<file path="config.mk">
export PLATFORM = sky130hd
export DESIGN_NAME = alu_sequencer
export DESIGN_NICKNAME = d
export VERILOG_FILES = /design/src/rtl/alu_seq_pkg.sv /design/src/rtl/seq_regfile.sv /design/src/rtl/alu_sequencer.sv
export SDC_FILE = /design/constraint.sdc
export NUM_CORES = 1
export LEC_CHECK = 0
export BUFFER_PORTS_ARGS = -buffer_cell sky130_fd_sc_hd__buf_4
export CAP_MARGIN = 5
export CORE_ASPECT_RATIO = 1.2
export CORE_MARGIN = 5
export CORE_UTILIZATION = 27
export CTS_CLUSTER_SIZE = 25
export DETAILED_ROUTE_END_ITERATION = 6
export PLACE_DENSITY = 0.57
export SLEW_MARGIN = 40
export SYNTH_ARGS = -nofsm -noshare
export SYNTH_HDL_FRONTEND = slang
export SYNTH_SLANG_ARGS = --single-unit
export TNS_END_PERCENT = 10
</file>
<file path="constraint.sdc">
create_clock -name clk -period 2.1 [get_ports clk]
set_input_delay 0.21 -clock clk [delete_from_list [all_inputs] [get_ports clk]]
set_output_delay 0.21 -clock clk [all_outputs]
set_load 0.02 [all_outputs]
</file>
<file path="src/rtl/alu_seq_pkg.sv">
// alu_seq_pkg: opcodes, instruction field offsets, FSM states and decode helper for alu_sequencer
package alu_seq_pkg;
    localparam logic [3:0] OP_ADD = 4'd1;
    localparam logic [3:0] OP_SUB = 4'd2;
    localparam logic [3:0] OP_AND = 4'd3;
    localparam logic [3:0] OP_OR  = 4'd4;
    localparam logic [3:0] OP_XOR = 4'd5;
    localparam logic [3:0] OP_NOT = 4'd6;
    localparam logic [3:0] OP_SHL = 4'd7;
    localparam logic [3:0] OP_SHR = 4'd8;
    localparam logic [3:0] OP_EQ  = 4'd9;
    localparam logic [3:0] OP_LDI = 4'hA;
    localparam int OP_LSB  = 12;
    localparam int RD_LSB  = 10;
    localparam int RA_LSB  = 8;
    localparam int RB_LSB  = 0;
    localparam int IMM_LSB = 0;
    typedef enum logic [2:0] {IDLE, ISSUE, CAPT, WB, ERR} state_t;
    function automatic logic is_alu_op(input logic [3:0] op);
        return op inside {OP_ADD, OP_SUB, OP_AND, OP_OR, OP_XOR, OP_NOT, OP_SHL, OP_SHR, OP_EQ};
    endfunction
endpackage

</file>
<file path="src/rtl/seq_regfile.sv">
// seq_regfile: NREGS x DATA_W register file, two async read ports, one sync write port, optional hardwired-zero r0
module seq_regfile
    import alu_seq_pkg::*;
#(
    parameter int DATA_W  = 8,
    parameter int NREGS   = 4,
    parameter int R0_ZERO = 0
) (
    input  logic                     clk,
    input  logic                     rst,
    input  logic [$clog2(NREGS)-1:0] ra_addr,
    input  logic [$clog2(NREGS)-1:0] rb_addr,
    output logic [DATA_W-1:0]        ra_data,
    output logic [DATA_W-1:0]        rb_data,
    input  logic                     we,
    input  logic [$clog2(NREGS)-1:0] wa,
    input  logic [DATA_W-1:0]        wd
);
    logic [DATA_W-1:0] regs [NREGS];

    // clear on reset; drop writes to r0 when it is hardwired to zero
    always_ff @(posedge clk) begin
        if (rst) begin
            for (int i = 0; i < NREGS; i++) regs[i] <= '0;
        end else if (we && !(R0_ZERO != 0 && wa == '0)) begin
            regs[wa] <= wd;
        end
    end

    assign ra_data = (R0_ZERO != 0 && ra_addr == '0) ? '0 : regs[ra_addr];
    assign rb_data = (R0_ZERO != 0 && rb_addr == '0) ? '0 : regs[rb_addr];
endmodule

</file>
<file path="src/rtl/alu_sequencer.sv">
// alu_sequencer: issues one instruction at a time to an external combinational ALU and writes results back; ALU_SEQ_FLAGS_EN adds zero/cmp flags
module alu_sequencer
    import alu_seq_pkg::*;
#(
    parameter int DATA_W  = 8,
    parameter int NREGS   = 4,
    parameter int R0_ZERO = 0
) (
    input  logic              clk,
    input  logic              rst,
    input  logic              instr_valid,
    output logic              instr_ready,
    input  logic [15:0]       instr,
    output logic [3:0]        alu_inst,
    output logic [DATA_W-1:0] alu_op1,
    output logic [DATA_W-1:0] alu_op2,
    input  logic [DATA_W-1:0] alu_sol,
    output logic              res_valid,
    output logic [1:0]        res_rd,
    output logic [DATA_W-1:0] res_data,
    output logic              err_illegal
`ifdef ALU_SEQ_FLAGS_EN
    ,
    output logic              zero_flag,
    output logic              cmp_flag
`endif
);
    state_t state, state_n;
    logic [3:0] op_q;
    logic [1:0] rd_q, ra_q, rb_q;
    logic [DATA_W-1:0] result, ra_data, rb_data;
    logic [3:0] op_in;

    assign op_in = instr[OP_LSB +: 4];

    seq_regfile #(.DATA_W(DATA_W), .NREGS(NREGS), .R0_ZERO(R0_ZERO)) u_rf (
        .clk(clk), .rst(rst),
        .ra_addr(ra_q), .rb_addr(rb_q),
        .ra_data(ra_data), .rb_data(rb_data),
        .we(state == WB), .wa(rd_q), .wd(result)
    );

    // state register
    always_ff @(posedge clk) begin
        state <= rst ? IDLE : state_n;
    end

    // next state: decode at accept, then walk the fixed issue/capture/writeback sequence
    always_comb begin
        state_n = state;
        case (state)
            IDLE:    if (instr_valid) state_n = is_alu_op(op_in) ? ISSUE : (op_in == OP_LDI) ? WB : ERR;
            ISSUE:   state_n = CAPT;
            CAPT:    state_n = WB;
            default: state_n = IDLE;
        endcase
    end

    assign instr_ready = (state == IDLE);
    assign res_valid   = (state == WB);
    assign err_illegal = (state == ERR);
    assign res_rd      = rd_q;
    assign res_data    = result;

    // latch fields at accept, drive ALU inputs from registers, sample alu_sol only in CAPT
    always_ff @(posedge clk) begin
        if (rst) begin
            op_q     <= '0;
            rd_q     <= '0;
            ra_q     <= '0;
            rb_q     <= '0;
            result   <= '0;
            alu_inst <= '0;
            alu_op1  <= '0;
            alu_op2  <= '0;
        end else begin
            if (state == IDLE && instr_valid) begin
                op_q   <= op_in;
                rd_q   <= instr[RD_LSB +: 2];
                ra_q   <= instr[RA_LSB +: 2];
                rb_q   <= instr[RB_LSB +: 2];
                result <= (op_in == OP_LDI) ? instr[IMM_LSB +: DATA_W] : result;
            end
            if (state == ISSUE) begin
                alu_inst <= op_q;
                alu_op1  <= ra_data;
                alu_op2  <= rb_data;
            end
            if (state == CAPT) begin
                result   <= alu_sol;
                alu_inst <= '0;
            end
        end
    end

`ifdef ALU_SEQ_FLAGS_EN
    // flags follow writebacks only; cmp tracks EQ results
    always_ff @(posedge clk) begin
        if (rst) begin
            zero_flag <= 1'b0;
            cmp_flag  <= 1'b0;
        end else if (state == WB) begin
            zero_flag <= (result == '0);
            cmp_flag  <= (op_q == OP_EQ) ? result[0] : cmp_flag;
        end
    end
`endif
endmodule

</file>
==> metrics, run 1 <==
status finished, final reports clean; Placed Cells 484; critical path, cell by cell and2b_1 -> and2_1 -> buf_4; peak supply drop between 300 and 400 uV; Slowest cell on crit path dfxtp_1; antenna diode count 0; Reg clk slew, reported paths around 0.060 ns; Syn Nets slightly below 300; via count about 2300; CP arrival 1.53 ns; post-CTS sizing 0; hold crit path type in2reg; vias in the first global route ~2300; Place WS 0.485 ns; Avg WL per Cell about 15 um; mapped cell area 0.00333 mm2; Critical Path RT 1.89 ns; Period minus WS final 1.74 ns; Crit. End Element primary output; CTS sink cnt 73; final WL 7650 um; initial drt markers 65; register area ~0.0018 mm2; final setup violation count 0; Max clock buf depth 2; commonest non-fill, non-tap cell in the layout buf_4; Cells after Synth 270; Pre-Repair DR Iteration Count 4; CTS root buf clkbuf_16; number of antenna violations at the first check in global routing 0; Die Area 0.0147 mm2; port buffer count 59; post-route insts no fill 500; largest net degree at the start of global routing 33; fin. max-slew vios 0; DP Wirelength 5810 um; Worst-Skew Late Latency 0.33 ns; Die X-Extent between 100 and 150 um; postcts setup bufs 0; Initial Utilization 27.5%; Multi-input gate area approximately 0.0014 mm2; synth-to-layout area growth 28.1%; pwr dens 857 mW/mm2; sequential element share of the synthesized area approximately 53%; Synth cell types 34; I/O Pins 60; fraction of layout cells with a size suffix above 1 ~35%; GRT overflow 0; max-cap violations 0; most frequent cells in the layout buf_4, dfxtp_1, and2_1, edfxtp_1, nand2_1; Setup Skew about 0.0060 ns; leak pwr between 1.5 and 2 nW; post-route ant nets 0; Num CTS Buffers 9; Synth Area per Inst roughly 12 um2; layout filler cell count 1229; H-tree depth 3; CTS tree done; GRT Total Usage a little over a tenth; Final WS setup 0.357 ns; synthesized flop and latch total 73; Die Y-Extent 132 um; Worst path max stage delay 0.59 ns; core area 0.0121 mm2; cell row count 44; Ys Warns 0; global-route wire length before repair 12500 um; Nets 361; Worst slew margin 63.0%; drt drc 0; CTS Hold Bufs 0; Startpoint Class register; crit path max fanout 13; Fmax achieved 574 MHz; average vias per placed instance ~4.6; Setup TNS 0 ns; fin crit share slightly above 80%; Final Hold Vio Count 0; Setup Crit Path Kind reg2out; Reg2Reg Setup Slack 0.47 ns; Worst-Margin Slew 0.554 ns; global placement routability congestion 0.757; RSZ-0062 raised after global routing no
-- stage by stage --
| step | utilization, % | hold slack, ns | instance area [um2] | power (W) |
|---|---|---|---|---|
| 2_1_floorplan | - | 0.346 | 3330 | 0.00198 |
| 3_3_place_gp | 32.8 | 0.445 | 3970 | 0.00218 |
| 3_5_place_dp | 32.8 | 0.443 | 3970 | 0.00219 |
| 4_1_cts | 35.3 | 0.123 | 4270 | 0.00371 |
| 5_1_grt | 35.3 | 0.132 | 4270 | 0.00382 |
| 6_report | 35.3 | 0.132 | 4270 | 0.00366 |
-- state kept, by name, summed over array words and instances (netlist names) --
signal / cells
alu_inst: 4
alu_op1: 8
alu_op2: 8
op_q: 4
ra_q: 2
rb_q: 2
res_data: 8
res_rd: 2
state: 3
u_rf.regs: 32
-- layer usage --
metal / part of all wire, % / GRT usage [%]
met4: 1.5 / 4.26
met2: 52 / 18.4
met5: 0 / 0
met3: 3.8 / 2.75
met1: 43 / 12.8
-- critical path, delay by kind of cell (launching register included) --
family	cells	cell delay, ns
buffers and inverters	1	0.16
flip-flops	1	0.59
AND/OR/NAND/NOR	2	0.46
-- report_power, final --
group	switching, W	internal [W]
logic	0.000248	0.000243
clock network	0.000565	0.000947
registers	0.0000950	0.00156
-- cell families (layout without fill, tap and decap cells) --
family / after synthesis / after routing / synth area share [%]
mux: 16 / 16 / 10.8
flops: 73 / 73 / 53.4
compound gates: 58 / 58 / 12.4
buf+inv: 29 / 98 / 4.32
simple gates: 94 / 94 / 19.1
-- area by class of cell --
cell class	instances	share of cell area (%)
Sequential cell	73	41.7
Multi-Input combinational cell	168	33.0
Timing Repair Buffer	73	12.8
Clock buffer	11	5.68
Tap cell	161	4.72
Clock inverter	5	1.29
Inverter	9	0.791
-- path summary, 6_finish.rpt --
path,start,to,depth (start not counted)
worst min register to register,op_q[1],op_q[1],2
worst max-delay path,state[2],res_valid,3
worst min-delay path,instr[10],res_rd[0],3
worst max register to register,state[0],u_rf.regs[1][0],3
-- Yosys cell counts --
master / number / area (um2)
and2_1: 39 / 244
nor3b_1: 6 / 45.0
inv_1: 9 / 33.8
nor3b_4: 1 / 18.8
buf_1: 2 / 7.51
a211oi_1: 1 / 7.51
and4bb_2: 1 / 12.5
a21o_1: 1 / 7.51
and2b_1: 1 / 7.51
nor4b_4: 3 / 71.3
nor3b_2: 1 / 12.5
nor4_1: 1 / 6.26
o311a_1: 8 / 80.1
nand2_1: 24 / 90.1
a2111oi_0: 1 / 8.76
nor4_2: 1 / 12.5
buf_4: 5 / 37.5
o21ai_0: 4 / 20.0
buf_6: 1 / 11.3
a22o_1: 17 / 149
nand3b_1: 8 / 60.1
a21oi_2: 1 / 8.76
mux4_2: 16 / 360
dfxtp_1: 41 / 821
or2_2: 3 / 18.8
a31o_2: 1 / 8.76
edfxtp_1: 32 / 961
o21bai_1: 1 / 7.51
nor3_1: 3 / 15.0
nand3b_2: 1 / 11.3
or4b_1: 1 / 10.0
clkbuf_1: 5 / 18.8
buf_2: 7 / 35.0
a21oi_1: 23 / 115
Note: power is estimated with default switching activity, not from simulation.
==> inputs of run 2 (changes only) <==
Settings changed: ABC_AREA from default to 1, PLACE_DENSITY 0.57 to 0.56.
Clock period 2.1 ns to 1.8 ns, I/O delays scaled along.
==> run 2 against run 1 <==
Net effect:
- non-clock buffer count down 3
- clock power up 15%
- hold slack worse by 0.026 ns
- wire length up 10%
- critical path type is now reg2reg
- setup slack worse by 0.17 ns
- die area up 2.2%
- combinational power up 35%
- largest power group unchanged
==> metrics, run 2 <==
internal power 0.00318 W (+15%); largest net degree at the start of global routing 34 (+3.0%); asr flop ratio synth 0% (unchanged); Avg WL per Cell 12.9 um (-16%); status finished, final reports clean; share of total power in combinational logic 15.4% (+2.0 points); CTS root buf clkbuf_16; Syn Nets 456 (+54%); Power Total 0.00430 W (+17%); Switching Share 26.0% (+1.3 points); CTS Hold Bufs 0 (unchanged); crit path max fanout 9 (-4); peak supply drop 691 uV (+75%); Clock power frac 40.4% (-0.9 points); I/O Pins 60 (unchanged); port buffer count 59 (unchanged); post-route ant nets 0 (unchanged); leading area contributor after synthesis edfxtp_1; synth-to-layout area growth 27.3%; Top reg by flops u_rf.regs; H-tree depth 3 (unchanged); Worst slew margin 57.4% (-5.6 points); vias in the first global route 2700 (+15%); Final Hold Vio Count 0 (unchanged); leak pwr 1.87 nW (+9.3%); hold crit path type in2reg; Startpoint Class register; fin crit share about nine tenths; number of antenna violations at the first check in global routing 0 (unchanged); Setup Skew 0.00927 ns (+0.00327 ns); CTS tree done; via count 2930 (+28%); DP Wirelength 6320 um (+8.7%); Cells after Synth 429 (+59%); Synth cell types 25 (-26%); synthesized flop and latch total 73 (unchanged); global-route wire length before repair 13700 um (+9.5%); number of flops mapped to enable cells by yosys 32 (unchanged); commonest non-fill, non-tap cell in the layout nand2_1; Die X-Extent 113 um (+1.1%); initial drt markers 169 (+160%); Reg clk slew, reported paths 0.05 ns (about the same); Pre-Repair DR Iteration Count 4 (unchanged); Final WS setup 0.190 ns (-0.167 ns); GRT overflow 0 (unchanged); Synth Area per Inst 7.96 um2 (-36%); Top FF cell, synth dfxtp_1; Nets 512 (+42%); RSZ-0062 raised after global routing no; Setup Crit Path Kind reg2reg; Period minus WS final 1.61 ns; pwr dens 989 mW/mm2 (+15%); Fmax achieved 621 MHz; max-cap violations 0 (unchanged); Critical Path RT 1.83 ns (-0.06 ns); CTS sink cnt 73 (unchanged); Die Y-Extent 133 um (+1.1%); Place WS 0.0719 ns (-0.413 ns); fin. max-slew vios 0 (unchanged); Num CTS Buffers 9 (unchanged); most common cell in the netlist nand2_1; average vias per placed instance 4.48 (-1.8%); Initial Utilization 27.2% (-0.34 points); commonest cells in the synthesized netlist nand2_1, nor2_1, inv_1, dfxtp_1, nand3_1; core area 0.0126 mm2 (+3.7%); Die Area 0.0150 mm2 (+2.2%); Max clock buf depth 2 (unchanged); CP arrival 1.64 ns (+0.11 ns); final WL 8430 um (+10%); Yosys top cell area share 28.1% (-0.68 points); max FFs per register 32 (unchanged); Synth area leaders edfxtp_1, dfxtp_1, nand2_1; Crit. End Element register; final setup violation count 0 (unchanged); Setup TNS 0 ns (unchanged); cell row count 45 (+2.3%); sequential element share of the synthesized area 52.2% (-1.3 points); antenna diode count 0 (unchanged); Ys Warns 0 (unchanged); Sequential Power Share 44.2% (-1.1 points); GRT Total Usage 11.5% (+0.80 points); Worst-Margin Slew 0.638 ns (+0.0838 ns); drt drc 0 (unchanged); global placement routability congestion 0.821 (+8.5%); mapped cell area 0.00341 mm2 (+2.4%); most frequent cells in the layout nand2_1, buf_4, nor2_1, inv_1, dfxtp_1; Worst-Skew Late Latency 0.34 ns (about the same); Reg2Reg Setup Slack 0.19 ns (-0.28 ns); post-route insts no fill 654 (+31%); fraction of layout cells with a size suffix above 1 20.0% (-15 points); P_sw 0.00112 W (+23%); Placed Cells 638 (+32%)
-- run 2: worst max-delay path: stages, from the launching register on --
cell	delay, ns
dfxtp_1	0.43
inv_2	0.07
nor3_4	0.21
nand2_1	0.11
nor2_2	0.14
nand2_2	0.14
nand2_2	0.20
-- run 2: kinds of logic after synthesis --
group,count (synthesis),synth area share (%)
AO/OA/AOI/OAI,81,14.4
buffers and inverters,76,8.90
flip-flops,73,52.2
AND/OR/NAND/NOR,199,24.5
-- run 2: final timing paths --
check                    end  depth (start not counted)      from
max reg2reg  u_rf.regs[1][4]                          6  state[0]
min                  op_q[2]                          2       rst
max          u_rf.regs[1][4]                          6  state[0]
min reg2reg      alu_inst[1]                          2   op_q[1]
-- run 2: per-layer routing --
layer | global-route usage, % | vias up | share of wire [%]
met4 | 6.48 | 0 | 1.6
met3 | 2.18 | 8 | 5.0
met5 | 0 | - | 0
met2 | 18.1 | 70 | 49
li1 | - | 1516 | -
met1 | 14.8 | 1336 | 45
-- run 2: power groups by stage --
stage / sequential, W / clock (W) / combinational (W)
2_1_floorplan: 0.00197 / 0 / 0.000373
3_3_place_gp: 0.00193 / 0 / 0.000656
3_5_place_dp: 0.00193 / 0 / 0.000666
4_1_cts: 0.00190 / 0.00178 / 0.000670
5_1_grt: 0.00191 / 0.00186 / 0.000736
6_report: 0.00190 / 0.00174 / 0.000662
-- run 2: final cells by class --
class | instances | area, um2
Multi-Input combinational cell | 280 | 1330
Timing Repair Buffer | 70 | 538
Inverter | 51 | 191
Sequential cell | 73 | 1780
Tap cell | 164 | 205
Clock buffer | 14 | 285
Clock inverter | 2 | 10.0
Fill cell | 1293 | 8210
-- run 2: what timing repair did --
action | CTS | global route
endpoints found under the setup margin | 0 | 16
resized for setup | 0 | 2
setup buffers | 0 | 0
-- run 2: stage by stage --
| step | util, % | hold slack [ns] | area, um2 |
|---|---|---|---|
| 6_report | 34.6 | 0.106 | 4350 |
| 5_1_grt | 34.6 | 0.104 | 4350 |
| 4_1_cts | 34.6 | 0.0931 | 4340 |
| 3_5_place_dp | 32.2 | 0.453 | 4050 |
| 3_3_place_gp | 32.2 | 0.446 | 4050 |
| 2_1_floorplan | - | 0.259 | 3410 |
==> inputs of run 3 (changes only) <==
Settings changed: CELL_PAD_IN_SITES_DETAIL_PLACEMENT from default to 1, CELL_PAD_IN_SITES_GLOBAL_PLACEMENT from default to 1, CORE_UTILIZATION 27 to 23, PLACE_DENSITY 0.56 to 0.62.
==> run 3 against run 2 <==
Net effect:
- combinational power increased by 2%
- total power increased by 8.6%
- first-iteration DRC count decreased by 5.3%
- utilization decreased by 3.7 points
- clock power increased by 20%
- via count increased by 1.3%
- hold slack improved by 0.0069 ns
- critical path type is now reg2out
- largest cell class unchanged
==> metrics, run 3 (same netlist as run 2, synthesis figures left out) <==
GRT overflow 0 (unchanged); post-route insts no fill 693 (+6.0%); peak supply drop 357 uV (-48%); commonest non-fill, non-tap cell in the layout nand2_1; Placed Cells 677 (+6.1%); GRT Total Usage 11.4% (-0.14 points); Die X-Extent 121 um (+7.6%); final WL 9320 um (+11%); Die Y-Extent 143 um (+7.7%); Setup Skew 0.00722 ns (-0.00206 ns); CTS tree done; post-route ant nets 0 (unchanged); fraction of layout cells with a size suffix above 1 20.3% (+0.28 points); max FFs per register 32 (unchanged); Max clock buf depth 2 (unchanged); CTS Hold Bufs 0 (unchanged); Setup Crit Path Kind reg2out; Nets 515 (+0.59%); fin crit share 87.9% (-1.5 points); Startpoint Class register; Period minus WS final 1.58 ns (-0.0275 ns); synth-to-layout area growth 30.8%; hold crit path type in2reg; Setup crit end instr_ready; r2r endpoint u_rf.regs[1][6]; fin. max-slew vios 0 (unchanged); most frequent cells in the layout nand2_1, buf_4, nor2_1, inv_1, dfxtp_1; drt drc 0 (unchanged); initial drt markers 160 (-5.3%); cell row count 48 (+6.7%); layout filler cell count 1748 (+35%); number of antenna violations at the first check in global routing 0 (unchanged); CP arrival 1.40 ns (-0.24 ns); average vias per placed instance 4.28 (-4.4%); postcts setup bufs 0 (unchanged); Crit. End Element primary output; Critical path origin state[1]; Die Area 0.0174 mm2 (+16%); final setup violation count 0 (unchanged); Top reg by flops u_rf.regs; Num CTS Buffers 9 (unchanged); antenna diode count 0 (unchanged); global-route wire length before repair 15700 um (+15%); Final Hold Vio Count 0 (unchanged); via count 2969 (+1.3%); Critical Path RT 1.62 ns (-0.21 ns); Worst-Skew Late Latency 0.34 ns (about the same); DP Wirelength 7210 um (+14%); Worst-Margin Slew 0.628 ns (-0.00987 ns); H-tree depth 3 (unchanged); max-cap violations 0 (unchanged); status finished, final reports clean; port buffer count 59 (unchanged); Pre-Repair DR Iteration Count 4 (unchanged); worst reg2reg path depth 5 (-1); largest net degree at the start of global routing 34 (unchanged); Avg WL per Cell 13.5 um (+4.3%); leak pwr 1.90 nW (+2.0%); CTS root buf clkbuf_16; pwr dens 1040 mW/mm2 (+5.6%); CTS sink cnt 73 (unchanged); Reg clk slew, reported paths 0.06 ns (about the same); Worst slew margin 58.1% (+0.66 points); Setup TNS 0 ns (unchanged); Initial Utilization 23.6% (-3.6 points); crit path max fanout 13 (+4); Fmax achieved 632 MHz (+1.7%); core area 0.0145 mm2 (+15%); Reg2Reg Setup Slack 0.24 ns (+0.05 ns); global placement routability congestion 0.750 (-8.7%); I/O Pins 60 (unchanged); Critical R2R Launch state[2]; vias in the first global route 3090 (+14%); RSZ-0062 raised after global routing no; post-CTS sizing 0 (unchanged)
-- run 3: cell count changes in the layout (fill, tap and decap cells not counted), sizes merged --
cell and delta:
buf +3, clkbuf -3, clkinv -1, clkinvlp +1, bufinv +3
-- run 3: worst max-delay path, cell delays in order (launching register included) --
cell and delay (ns):
dfxtp_1 0.32, buf_4 0.19, nor3_2 0.17, buf_4 0.22, buf_4 0.16
-- run 3: layout make-up --
cell class	instances	area [um2]	share of cell area [%]
clock inverter	5	101	2.27
clock buffer	11	253	5.66
timing repair buffer	73	561	12.5
inverter	51	191	4.29
sequential	73	1780	39.9
tap	200	250	5.60
multi-input combinational	280	1330	29.7
-- run 3: worst min path at each step --
stage,start,endpoint,depth (start not counted)
finish,rst,rb_q[1],2
CTS,rst,rb_q[1],2
global placement,rst,rb_q[1],2
global route,rst,ra_q[1],2
floorplan,rst,state[2],1
detailed placement,rst,res_rd[1],2
-- run 3: layer usage --
layer	GRT usage (%)	up-vias	part of all wire (%)	wire (um)
met3	2.05	12	3.3	306
li1	-	1525	-	-
met2	18.7	55	48	4510
met1	14.5	1377	46	4320
met4	5.31	0	2.0	182
met5	0	-	0	0
-- run 3: metrics by stage --
stage / hold slack (ns) / power [W] / util [%] / cell area (um2) / setup slack (ns)
2_1_floorplan: 0.259 / 0.00234 / - / 3410 / 0.0755
3_3_place_gp: 0.443 / 0.00260 / 28.4 / 4110 / 0.307
3_5_place_dp: 0.451 / 0.00262 / 28.4 / 4110 / 0.243
4_1_cts: 0.0946 / 0.00474 / 30.9 / 4470 / 0.200
5_1_grt: 0.111 / 0.00490 / 30.9 / 4470 / 0.108
6_report: 0.113 / 0.00467 / 30.9 / 4470 / 0.218
-- run 3: report_power, final --
group	internal [W]	total, W	switching (W)	leakage (nW)
clock	0.00142	0.00209	0.000669	0.169
sequential	0.00182	0.00190	0.0000743	0.665
combinational	0.000269	0.000675	0.000406	1.07
total	0.00352	0.00467	0.00115	1.90
